===== config.mk =====
export PLATFORM = sky130hd
export DESIGN_NAME = coincidence_histogram_scanner_flat
export DESIGN_NICKNAME = d
export VERILOG_FILES = /design/src/rtl/coincidence_histogram_scanner_if.sv /design/src/rtl/coincidence_histogram_scanner.sv /design/src/flat_wrapper.sv
export SDC_FILE = /design/constraint.sdc
export NUM_CORES = 1
export LEC_CHECK = 0
export BUFFER_PORTS_ARGS = -buffer_cell sky130_fd_sc_hd__clkbuf_2
export CORE_MARGIN = 3
export CORE_UTILIZATION = 50
export CTS_CLUSTER_DIAMETER = 50
export CTS_CLUSTER_SIZE = 12
export DETAILED_ROUTE_END_ITERATION = 16
export PLACE_DENSITY = 0.72
export SYNTH_ARGS = -nofsm -noshare
export SYNTH_HDL_FRONTEND = slang
export SYNTH_SLANG_ARGS = --single-unit
export TNS_END_PERCENT = 20

===== constraint.sdc =====
create_clock -name sysClk -period 8 [get_ports sysClk]
set_input_delay 1.6 -clock sysClk [delete_from_list [all_inputs] [get_ports sysClk]]
set_output_delay 1.6 -clock sysClk [all_outputs]
set_load 0.02 [all_outputs]

===== src/rtl/coincidence_histogram_scanner_if.sv =====
// Recorder CSR command/readback bundle between the histogram scanner and the coincidence recorder.
interface coincidence_histogram_scanner_if;
  logic        recCsrStrobe;
  logic [31:0] recGPIO_OUT;
  logic [31:0] recCsr;

  modport master (output recCsrStrobe, output recGPIO_OUT, input recCsr);
  modport slave  (input recCsrStrobe, input recGPIO_OUT, output recCsr);
endinterface


===== src/rtl/coincidence_histogram_scanner.sv =====
// Arms one recorder acquisition, reads back every histogram bin per channel and records the threshold-crossing edge.
// Optional SCAN_AUTO_ALIGN_EN: after the scan, re-centre the coincidence window on channel 0's edge plus an offset.
module coincidence_histogram_scanner #(
  parameter int CHANNEL_COUNT               = 2,
  parameter int SAMPLE_CLKS_PER_COINCIDENCE = 80,
  parameter int SUM_WIDTH                   = 10,
  parameter int SETTLE_CYCLES               = 4,
  parameter int TIMEOUT_CYCLES              = 1000000,
  localparam int AW = $clog2(SAMPLE_CLKS_PER_COINCIDENCE),
  localparam int MW = $clog2(CHANNEL_COUNT),
  localparam int CW = (MW > 0) ? MW : 1
) (
  input  logic                 sysClk,
  input  logic                 sysReset_n,
  input  logic                 scanStart,
  input  logic [SUM_WIDTH-1:0] scanThreshold,
  coincidence_histogram_scanner_if.master rec,
  output logic                 scanBusy,
  output logic                 scanDone,
  output logic                 scanError,
  input  logic [CW-1:0]        resultSel,
  output logic [AW-1:0]        resultEdge,
  output logic                 resultValid,
  output logic [2:0]           resultEdgeCount
`ifdef SCAN_AUTO_ALIGN_EN
  ,
  input  logic [AW-1:0]        alignOffset,
  input  logic                 alignEnable
`endif
);

  localparam int N  = SAMPLE_CLKS_PER_COINCIDENCE;
  localparam int IW = $clog2(N + 1);
  localparam int TW = $clog2(TIMEOUT_CYCLES + 1);
  localparam int SW = $clog2(SETTLE_CYCLES + 1);
  localparam logic [AW-1:0] LAST_ADDR   = AW'(N - 1);
  localparam logic [IW-1:0] IDX_LAST    = IW'(N);
  localparam logic [CW-1:0] CH_LAST     = CW'(CHANNEL_COUNT - 1);
  localparam logic [TW-1:0] TIMER_LAST  = TW'(TIMEOUT_CYCLES - 1);
  localparam logic [SW-1:0] SETTLE_LAST = SW'(SETTLE_CYCLES - 1);

  typedef enum logic [3:0] {
    S_IDLE, S_ARM, S_WAIT_BUSY_HI, S_WAIT_BUSY_LO, S_ISSUE, S_WAIT_RB,
    S_PROCESS, S_DONE, S_ERROR
`ifdef SCAN_AUTO_ALIGN_EN
    , S_SET_COINC, S_REALIGN
`endif
  } state_t;

  state_t               state_q, state_d;
  logic [CW-1:0]        ch_q, ch_d;
  logic [IW-1:0]        idx_q, idx_d;
  logic [SUM_WIDTH-1:0] prev_q, prev_d, cur_q, cur_d, thr_q, thr_d;
  logic [TW-1:0]        timer_q, timer_d;
  logic [SW-1:0]        settle_q, settle_d;
  logic                 matched_q, matched_d;
  logic                 strobe_q, strobe_d;
  logic [31:0]          gpio_q, gpio_d;
  logic                 busy_q, busy_d, done_q, done_d, error_q, error_d;
  logic [AW-1:0]        edge_addr_q [CHANNEL_COUNT];
  logic [AW-1:0]        edge_addr_d [CHANNEL_COUNT];
  logic                 valid_q [CHANNEL_COUNT];
  logic                 valid_d [CHANNEL_COUNT];
  logic [2:0]           cnt_q [CHANNEL_COUNT];
  logic [2:0]           cnt_d [CHANNEL_COUNT];
  logic [AW-1:0]        res_edge_q, res_edge_d;
  logic                 res_valid_q, res_valid_d;
  logic [2:0]           res_cnt_q, res_cnt_d;
  logic [AW-1:0]        cur_addr;
  logic                 rb_match;
  logic                 crossing;
  state_t               finish_state;
  logic                 unused_rb;

  // idx 0 reads the last bin first so the wrap from bin N-1 to bin 0 is seen as a normal step.
  assign cur_addr  = (idx_q == '0) ? LAST_ADDR : AW'(idx_q - 1'b1);
  assign rb_match  = (rec.recCsr[24 +: CW] == ch_q) && (rec.recCsr[SUM_WIDTH +: AW] == cur_addr);
  assign unused_rb = ^rec.recCsr;

`ifdef SCAN_AUTO_ALIGN_EN
  logic [AW:0]   align_sum;
  logic [AW-1:0] align_addr;
  assign align_sum  = {1'b0, edge_addr_q[0]} + {1'b0, alignOffset};
  assign align_addr = (align_sum >= (AW+1)'(N)) ? AW'(align_sum - (AW+1)'(N)) : align_sum[AW-1:0];
`endif

  always_comb begin
    state_d     = state_q;
    ch_d        = ch_q;
    idx_d       = idx_q;
    prev_d      = prev_q;
    cur_d       = cur_q;
    thr_d       = thr_q;
    timer_d     = timer_q;
    settle_d    = settle_q;
    matched_d   = matched_q;
    strobe_d    = 1'b0;
    gpio_d      = '0;
    error_d     = error_q;
    edge_addr_d = edge_addr_q;
    valid_d     = valid_q;
    cnt_d       = cnt_q;
    crossing    = 1'b0;
`ifdef SCAN_AUTO_ALIGN_EN
    finish_state = (alignEnable && valid_d[0]) ? S_SET_COINC : S_DONE;
`else
    finish_state = S_DONE;
`endif

    case (state_q)
      S_IDLE: begin
        if (scanStart) begin
          error_d = 1'b0;
          thr_d   = scanThreshold;
          for (int i = 0; i < CHANNEL_COUNT; i++) begin
            edge_addr_d[i] = '0;
            valid_d[i]     = 1'b0;
            cnt_d[i]       = '0;
          end
          state_d = S_ARM;
        end
      end
      S_ARM: begin
        strobe_d   = 1'b1;
        gpio_d[31] = 1'b1;
        timer_d    = '0;
        state_d    = S_WAIT_BUSY_HI;
      end
      S_WAIT_BUSY_HI: begin
        if (rec.recCsr[31]) begin
          timer_d = '0;
          state_d = S_WAIT_BUSY_LO;
        end else if (timer_q == TIMER_LAST) begin
          state_d = S_ERROR;
        end else begin
          timer_d = timer_q + 1'b1;
        end
      end
      S_WAIT_BUSY_LO: begin
        if (!rec.recCsr[31]) begin
          ch_d    = '0;
          idx_d   = '0;
          state_d = S_ISSUE;
        end else if (timer_q == TIMER_LAST) begin
          state_d = S_ERROR;
        end else begin
          timer_d = timer_q + 1'b1;
        end
      end
      S_ISSUE: begin
        strobe_d           = 1'b1;
        gpio_d[24 +: CW]   = ch_q;
        gpio_d[0 +: AW]    = cur_addr;
        timer_d            = '0;
        settle_d           = '0;
        matched_d          = 1'b0;
        state_d            = S_WAIT_RB;
      end
      S_WAIT_RB: begin
        // The timeout covers only the wait for the address match; settling is bounded by itself.
        if (!matched_q) begin
          if (rb_match) begin
            matched_d = 1'b1;
          end else if (timer_q == TIMER_LAST) begin
            state_d = S_ERROR;
          end else begin
            timer_d = timer_q + 1'b1;
          end
        end else if (settle_q == SETTLE_LAST) begin
          cur_d   = rec.recCsr[SUM_WIDTH-1:0];
          state_d = S_PROCESS;
        end else begin
          settle_d = settle_q + 1'b1;
        end
      end
      S_PROCESS: begin
        if (idx_q != '0) begin
          crossing = (prev_q < thr_q) && (cur_q >= thr_q);
          if (crossing) begin
            if (!valid_q[ch_q]) begin
              edge_addr_d[ch_q] = cur_addr;
              valid_d[ch_q]     = 1'b1;
            end
            if (cnt_q[ch_q] != 3'd7) cnt_d[ch_q] = cnt_q[ch_q] + 3'd1;
          end
        end
        prev_d = cur_q;
        if (idx_q == IDX_LAST) begin
          idx_d = '0;
          if (ch_q == CH_LAST) begin
            state_d = finish_state;
          end else begin
            ch_d    = ch_q + 1'b1;
            state_d = S_ISSUE;
          end
        end else begin
          idx_d   = idx_q + 1'b1;
          state_d = S_ISSUE;
        end
      end
`ifdef SCAN_AUTO_ALIGN_EN
      S_SET_COINC: begin
        strobe_d        = 1'b1;
        gpio_d[30]      = 1'b1;
        gpio_d[0 +: AW] = align_addr;
        state_d         = S_REALIGN;
      end
      S_REALIGN: begin
        strobe_d   = 1'b1;
        gpio_d[29] = 1'b1;
        state_d    = S_DONE;
      end
`endif
      S_DONE:  state_d = S_IDLE;
      S_ERROR: state_d = S_IDLE;
      default: state_d = S_IDLE;
    endcase

    if (state_d == S_ERROR) error_d = 1'b1;
    busy_d = !(state_d inside {S_IDLE, S_DONE, S_ERROR});
    done_d = (state_d == S_DONE);

    res_edge_d  = '0;
    res_valid_d = 1'b0;
    res_cnt_d   = '0;
    if (32'(resultSel) < CHANNEL_COUNT) begin
      res_edge_d  = edge_addr_q[resultSel];
      res_valid_d = valid_q[resultSel];
      res_cnt_d   = cnt_q[resultSel];
    end
  end

  always_ff @(posedge sysClk) begin
    if (!sysReset_n) begin
      state_q     <= S_IDLE;
      ch_q        <= '0;
      idx_q       <= '0;
      prev_q      <= '0;
      cur_q       <= '0;
      thr_q       <= '0;
      timer_q     <= '0;
      settle_q    <= '0;
      matched_q   <= 1'b0;
      strobe_q    <= 1'b0;
      gpio_q      <= '0;
      busy_q      <= 1'b0;
      done_q      <= 1'b0;
      error_q     <= 1'b0;
      res_edge_q  <= '0;
      res_valid_q <= 1'b0;
      res_cnt_q   <= '0;
      for (int i = 0; i < CHANNEL_COUNT; i++) begin
        edge_addr_q[i] <= '0;
        valid_q[i]     <= 1'b0;
        cnt_q[i]       <= '0;
      end
    end else begin
      state_q     <= state_d;
      ch_q        <= ch_d;
      idx_q       <= idx_d;
      prev_q      <= prev_d;
      cur_q       <= cur_d;
      thr_q       <= thr_d;
      timer_q     <= timer_d;
      settle_q    <= settle_d;
      matched_q   <= matched_d;
      strobe_q    <= strobe_d;
      gpio_q      <= gpio_d;
      busy_q      <= busy_d;
      done_q      <= done_d;
      error_q     <= error_d;
      res_edge_q  <= res_edge_d;
      res_valid_q <= res_valid_d;
      res_cnt_q   <= res_cnt_d;
      edge_addr_q <= edge_addr_d;
      valid_q     <= valid_d;
      cnt_q       <= cnt_d;
    end
  end

  assign rec.recCsrStrobe = strobe_q;
  assign rec.recGPIO_OUT  = gpio_q;
  assign scanBusy         = busy_q;
  assign scanDone         = done_q;
  assign scanError        = error_q;
  assign resultEdge       = res_edge_q;
  assign resultValid      = res_valid_q;
  assign resultEdgeCount  = res_cnt_q;

endmodule


===== src/flat_wrapper.sv =====
// flat-port wrapper written by rule: the top's interface ports become plain ports
module coincidence_histogram_scanner_flat 
#(
  parameter int CHANNEL_COUNT               = 2,
  parameter int SAMPLE_CLKS_PER_COINCIDENCE = 80,
  parameter int SUM_WIDTH                   = 10,
  parameter int SETTLE_CYCLES               = 4,
  parameter int TIMEOUT_CYCLES              = 1000000,
  localparam int AW = $clog2(SAMPLE_CLKS_PER_COINCIDENCE),
  localparam int MW = $clog2(CHANNEL_COUNT),
  localparam int CW = (MW > 0) ? MW : 1
)
  (sysClk, sysReset_n, scanStart, scanThreshold, scanBusy, scanDone, scanError, resultSel, resultEdge, resultValid, resultEdgeCount, rec_recCsrStrobe, rec_recGPIO_OUT, rec_recCsr);
  coincidence_histogram_scanner_if rec_i ();
  input  logic sysClk;
  input  logic sysReset_n;
  input  logic scanStart;
  input  logic [SUM_WIDTH-1:0] scanThreshold;
  output logic scanBusy;
  output logic scanDone;
  output logic scanError;
  input  logic [CW-1:0] resultSel;
  output logic [AW-1:0] resultEdge;
  output logic resultValid;
  output logic [2:0] resultEdgeCount;
  output wire logic [$bits(rec_i.recCsrStrobe)-1:0] rec_recCsrStrobe;
  output wire logic [$bits(rec_i.recGPIO_OUT)-1:0] rec_recGPIO_OUT;
  input wire logic [$bits(rec_i.recCsr)-1:0] rec_recCsr;
  assign rec_recCsrStrobe = rec_i.recCsrStrobe;
  assign rec_recGPIO_OUT = rec_i.recGPIO_OUT;
  assign rec_i.recCsr = rec_recCsr;
  coincidence_histogram_scanner #(.CHANNEL_COUNT(CHANNEL_COUNT), .SAMPLE_CLKS_PER_COINCIDENCE(SAMPLE_CLKS_PER_COINCIDENCE), .SUM_WIDTH(SUM_WIDTH), .SETTLE_CYCLES(SETTLE_CYCLES), .TIMEOUT_CYCLES(TIMEOUT_CYCLES)) u_core (.sysClk(sysClk), .sysReset_n(sysReset_n), .scanStart(scanStart), .scanThreshold(scanThreshold), .rec(rec_i), .scanBusy(scanBusy), .scanDone(scanDone), .scanError(scanError), .resultSel(resultSel), .resultEdge(resultEdge), .resultValid(resultValid), .resultEdgeCount(resultEdgeCount));
endmodule

==> results.md <==
- Main flop type after synthesis: dfxtp_1
- Tmin final: 3490 ps
- Flop2flop setup slack: 4900 ps
- Cell Count, Final, Fillers Out: 870
- Clock Skews: 8.44 ps
- Grt ovf: 0
- CTS max path bufs: 2
- Mapped Area: 5770 um2
- Power after layout: 1.15 mW
- Top cells by area, synth: dfxtp_1, nand2_1, a21oi_1
- CTS tree: yes
- Slowest stage delay, CP: 560 ps
- Netlist cell types: 68
- P_leak: 2.42 nW
- Hold_buf cts: 0
- Async set or reset register ratio after synthesis: 0%
- Clock Tree Root: clkbuf_16
- Hold Path Depth: 2
- Max_slew headroom: 30.2%
- Crit path from: sysReset_n
- Critical Path RT: 8260 ps
- Net count, final: 798
- Slew @ Worst Pin: 1050 ps
- Seq cells post-synth: 112
- Worst EP arrival: 3740 ps
- Crit path to: u_core.edge_addr_q[11]$_SDFFE_PN0P_
- Most numerous cell in the Yosys netlist: dfxtp_1
- # port buffers: 56
- Synth Warn #: 0
- Reg clk slew, reported paths: 70 ps
- Cells after Synth: 697
- Hold slack: 454 ps
- GP Congestion: 0.856
- Worst Reg-to-Reg Cells: 8
- Outcome: completed
- Hold WC Path Type: register to register
- Via count: 4993
- Critical Path, Cell by Cell: clkbuf_2 -> inv_2 -> nor4_1 -> nand3_1 -> o32a_1 -> o21ai_0
- Num CTS Buffers: 9
- Syn-to-layout area delta: 8.18%
- Die ar.: 12900 um2
- Slowest stage cell on the critical path: inv_2
- Synth area leader: dfxtp_1
- Final Routed Wirelength: 12600 um
- WL per Instance: 14.5 um
- First-iteration detailed-routing DRC count: 252
- Global-route wire length before repair: 21400 um
- Detail Route Antenna Nets: 0
- CP Launch Type: input pin
- Router iterations before antenna repair: 4
- Critical Path Fanout Max: 62
- Max Cap Violations: 0
- Endpoint class of the critical path: register
- Final setup viols: 0
- Core Util, Final: 56.6%
- Syn_area_per_cell: 8.27 um2
- Detail Placement HPWL: 9070 um
- Drc violations: 0
- Yosys top cell area share: 38.9%
- Multi-input logic area: 3150 um2
- Post-synth EDFFs: 0
- Layout cells sized above 1: 13.2%
- Area occupied by registers: 2240 um2
- Boundary pin count: 93
- Row count: 38
- Final slew viol count: 0
- Final hold violations: 0
- Fmax: 287 MHz
- Setup WS post-layout: 4510 ps
- PwrDens: 185 nW/um2
- Die Wd: 113 um
- Setup Total Neg Slack: 0 ps
- Clk sinks: 112
- ANT cells: 0
- H-Tree Depth: 3
- Gates resized, CTS repair: 0
- Clock latency at the later pin of the worst-skew pair: 340 ps
- Peak VDD IR: 0.141 mV
- FF-to-FF End: u_core.edge_addr_q[3]$_SDFFE_PN0P_
- Vias in the first global route: 4579
- Largest net degree at the start of global routing: 63
- Filler cells: 1033
- Placeable Area: 11000 um2
- Seq/Total Area, Yosys: 38.9%
- Pre-CTS WS: 4150 ps
- Synth top cells by count: dfxtp_1, nand2_1, a21oi_1
- Initial antenna violation count: 0
- Fin area: 6240 um2
- Chip Height: 113 um
- Crit Path Class: input pin to register
- Post-DP Area: 5970 um2
- Number of setup buffers added after CTS: 0
- RSZ-0062 raised after global routing: false
- Total track usage: 19.8%
- Initial Utilization: 52.3%
- Worst R2R Start: u_core.idx_q[0]$_SDFFE_PN0P_
- DR vias/cell: 5.74
- Final period util: 43.6%
- Placed insts: 855
report_power, final:
part | total [mW] | switching [mW] | internal, mW
combinational | 0.153 | 0.106 | 0.0468
sequential | 0.584 | 0.0146 | 0.569
clock | 0.417 | 0.204 | 0.212
total | 1.15 | 0.325 | 0.828
state kept, by name (all words and copies together), names as in the netlist, 4 cells and up:
signal,flops
u_core.cnt_q,6
u_core.cur_q,10
u_core.edge_addr_q,14
u_core.idx_q,7
u_core.prev_q,10
u_core.rec.recGPIO_OUT,9
u_core.resultEdge,7
u_core.state_q,4
u_core.thr_q,10
u_core.timer_q,20
cell families (layout without fill, tap and decap cells):
family / Yosys count / in the layout / synth area share [%]
buffers and inverters: 88 / 99 / 7.94
AND/OR/NAND/NOR: 275 / 275 / 23.6
other: 1 / 23 / 0.0650
XOR/XNOR: 9 / 9 / 1.69
flip-flops: 112 / 112 / 38.9
multiplexers: 17 / 17 / 3.02
AO/OA/AOI/OAI: 169 / 169 / 19.1
adder cells (fa/ha/maj): 26 / 26 / 5.64
metal layers:
layer  global-route usage, %  vias up  wire length [um]
li1                        -     2507                 -
met1                    26.1     2365              5630
met2                    34.1      115              6320
met3                    3.55        6               568
met4                    4.09        0                90
met5                       0        -                 0
cell type report:
class	count	share of cell area [%]
Clock buffer	9	3.61
Clock inverter	6	0.722
Inverter	25	1.50
Multi-Input combinational cell	519	50.6
Sequential cell	112	35.9
Tap cell	140	2.81
Timing Repair Buffer	59	4.85
worst max-delay path, delay by kind of cell:
family          cells  cell delay [ps]
buf+inv             2             1010
simple gates        2              750
compound gates      2              360
placed cells by master (no fill, tap or decap), types with 4 or more instances in the layout:
master and count:
nand2_1 100, nand4_1 9, or2_2 4, o221ai_1 5
a31oi_1 4, and3_1 16, and2_1 4, nor2_1 52
or4_1 16, or3_1 9, mux2i_1 14, clkbuf_2 56
dfxtp_1 112, nand3_1 29, o2bb2ai_1 7, ha_1 26
o21a_1 4, nand2b_1 7, a21o_1 4, conb_1 23
nor3_1 7, o21ai_0 24, a21oi_1 69, inv_1 24
xnor2_1 5, clkbuf_16 9, o31ai_1 16, a211oi_1 6
worst min path at each step:
stage / startpoint / slack (ps) / end
after detailed placement: u_core.thr_q[5]$_SDFFE_PN0P_ / 450 / u_core.thr_q[5]$_SDFFE_PN0P_
after global placement: u_core.prev_q[0]$_SDFFE_PN0P_ / 440 / u_core.prev_q[0]$_SDFFE_PN0P_
after global routing: u_core.thr_q[1]$_SDFFE_PN0P_ / 480 / u_core.thr_q[1]$_SDFFE_PN0P_
final: u_core.settle_q[2]$_SDFFE_PN0P_ / 450 / u_core.settle_q[2]$_SDFFE_PN0P_
after floorplan: u_core.prev_q[0]$_SDFFE_PN0P_ / 430 / u_core.prev_q[0]$_SDFFE_PN0P_
after CTS: u_core.settle_q[2]$_SDFFE_PN0P_ / 460 / u_core.settle_q[2]$_SDFFE_PN0P_
Note: power is estimated with default switching activity, not from simulation.
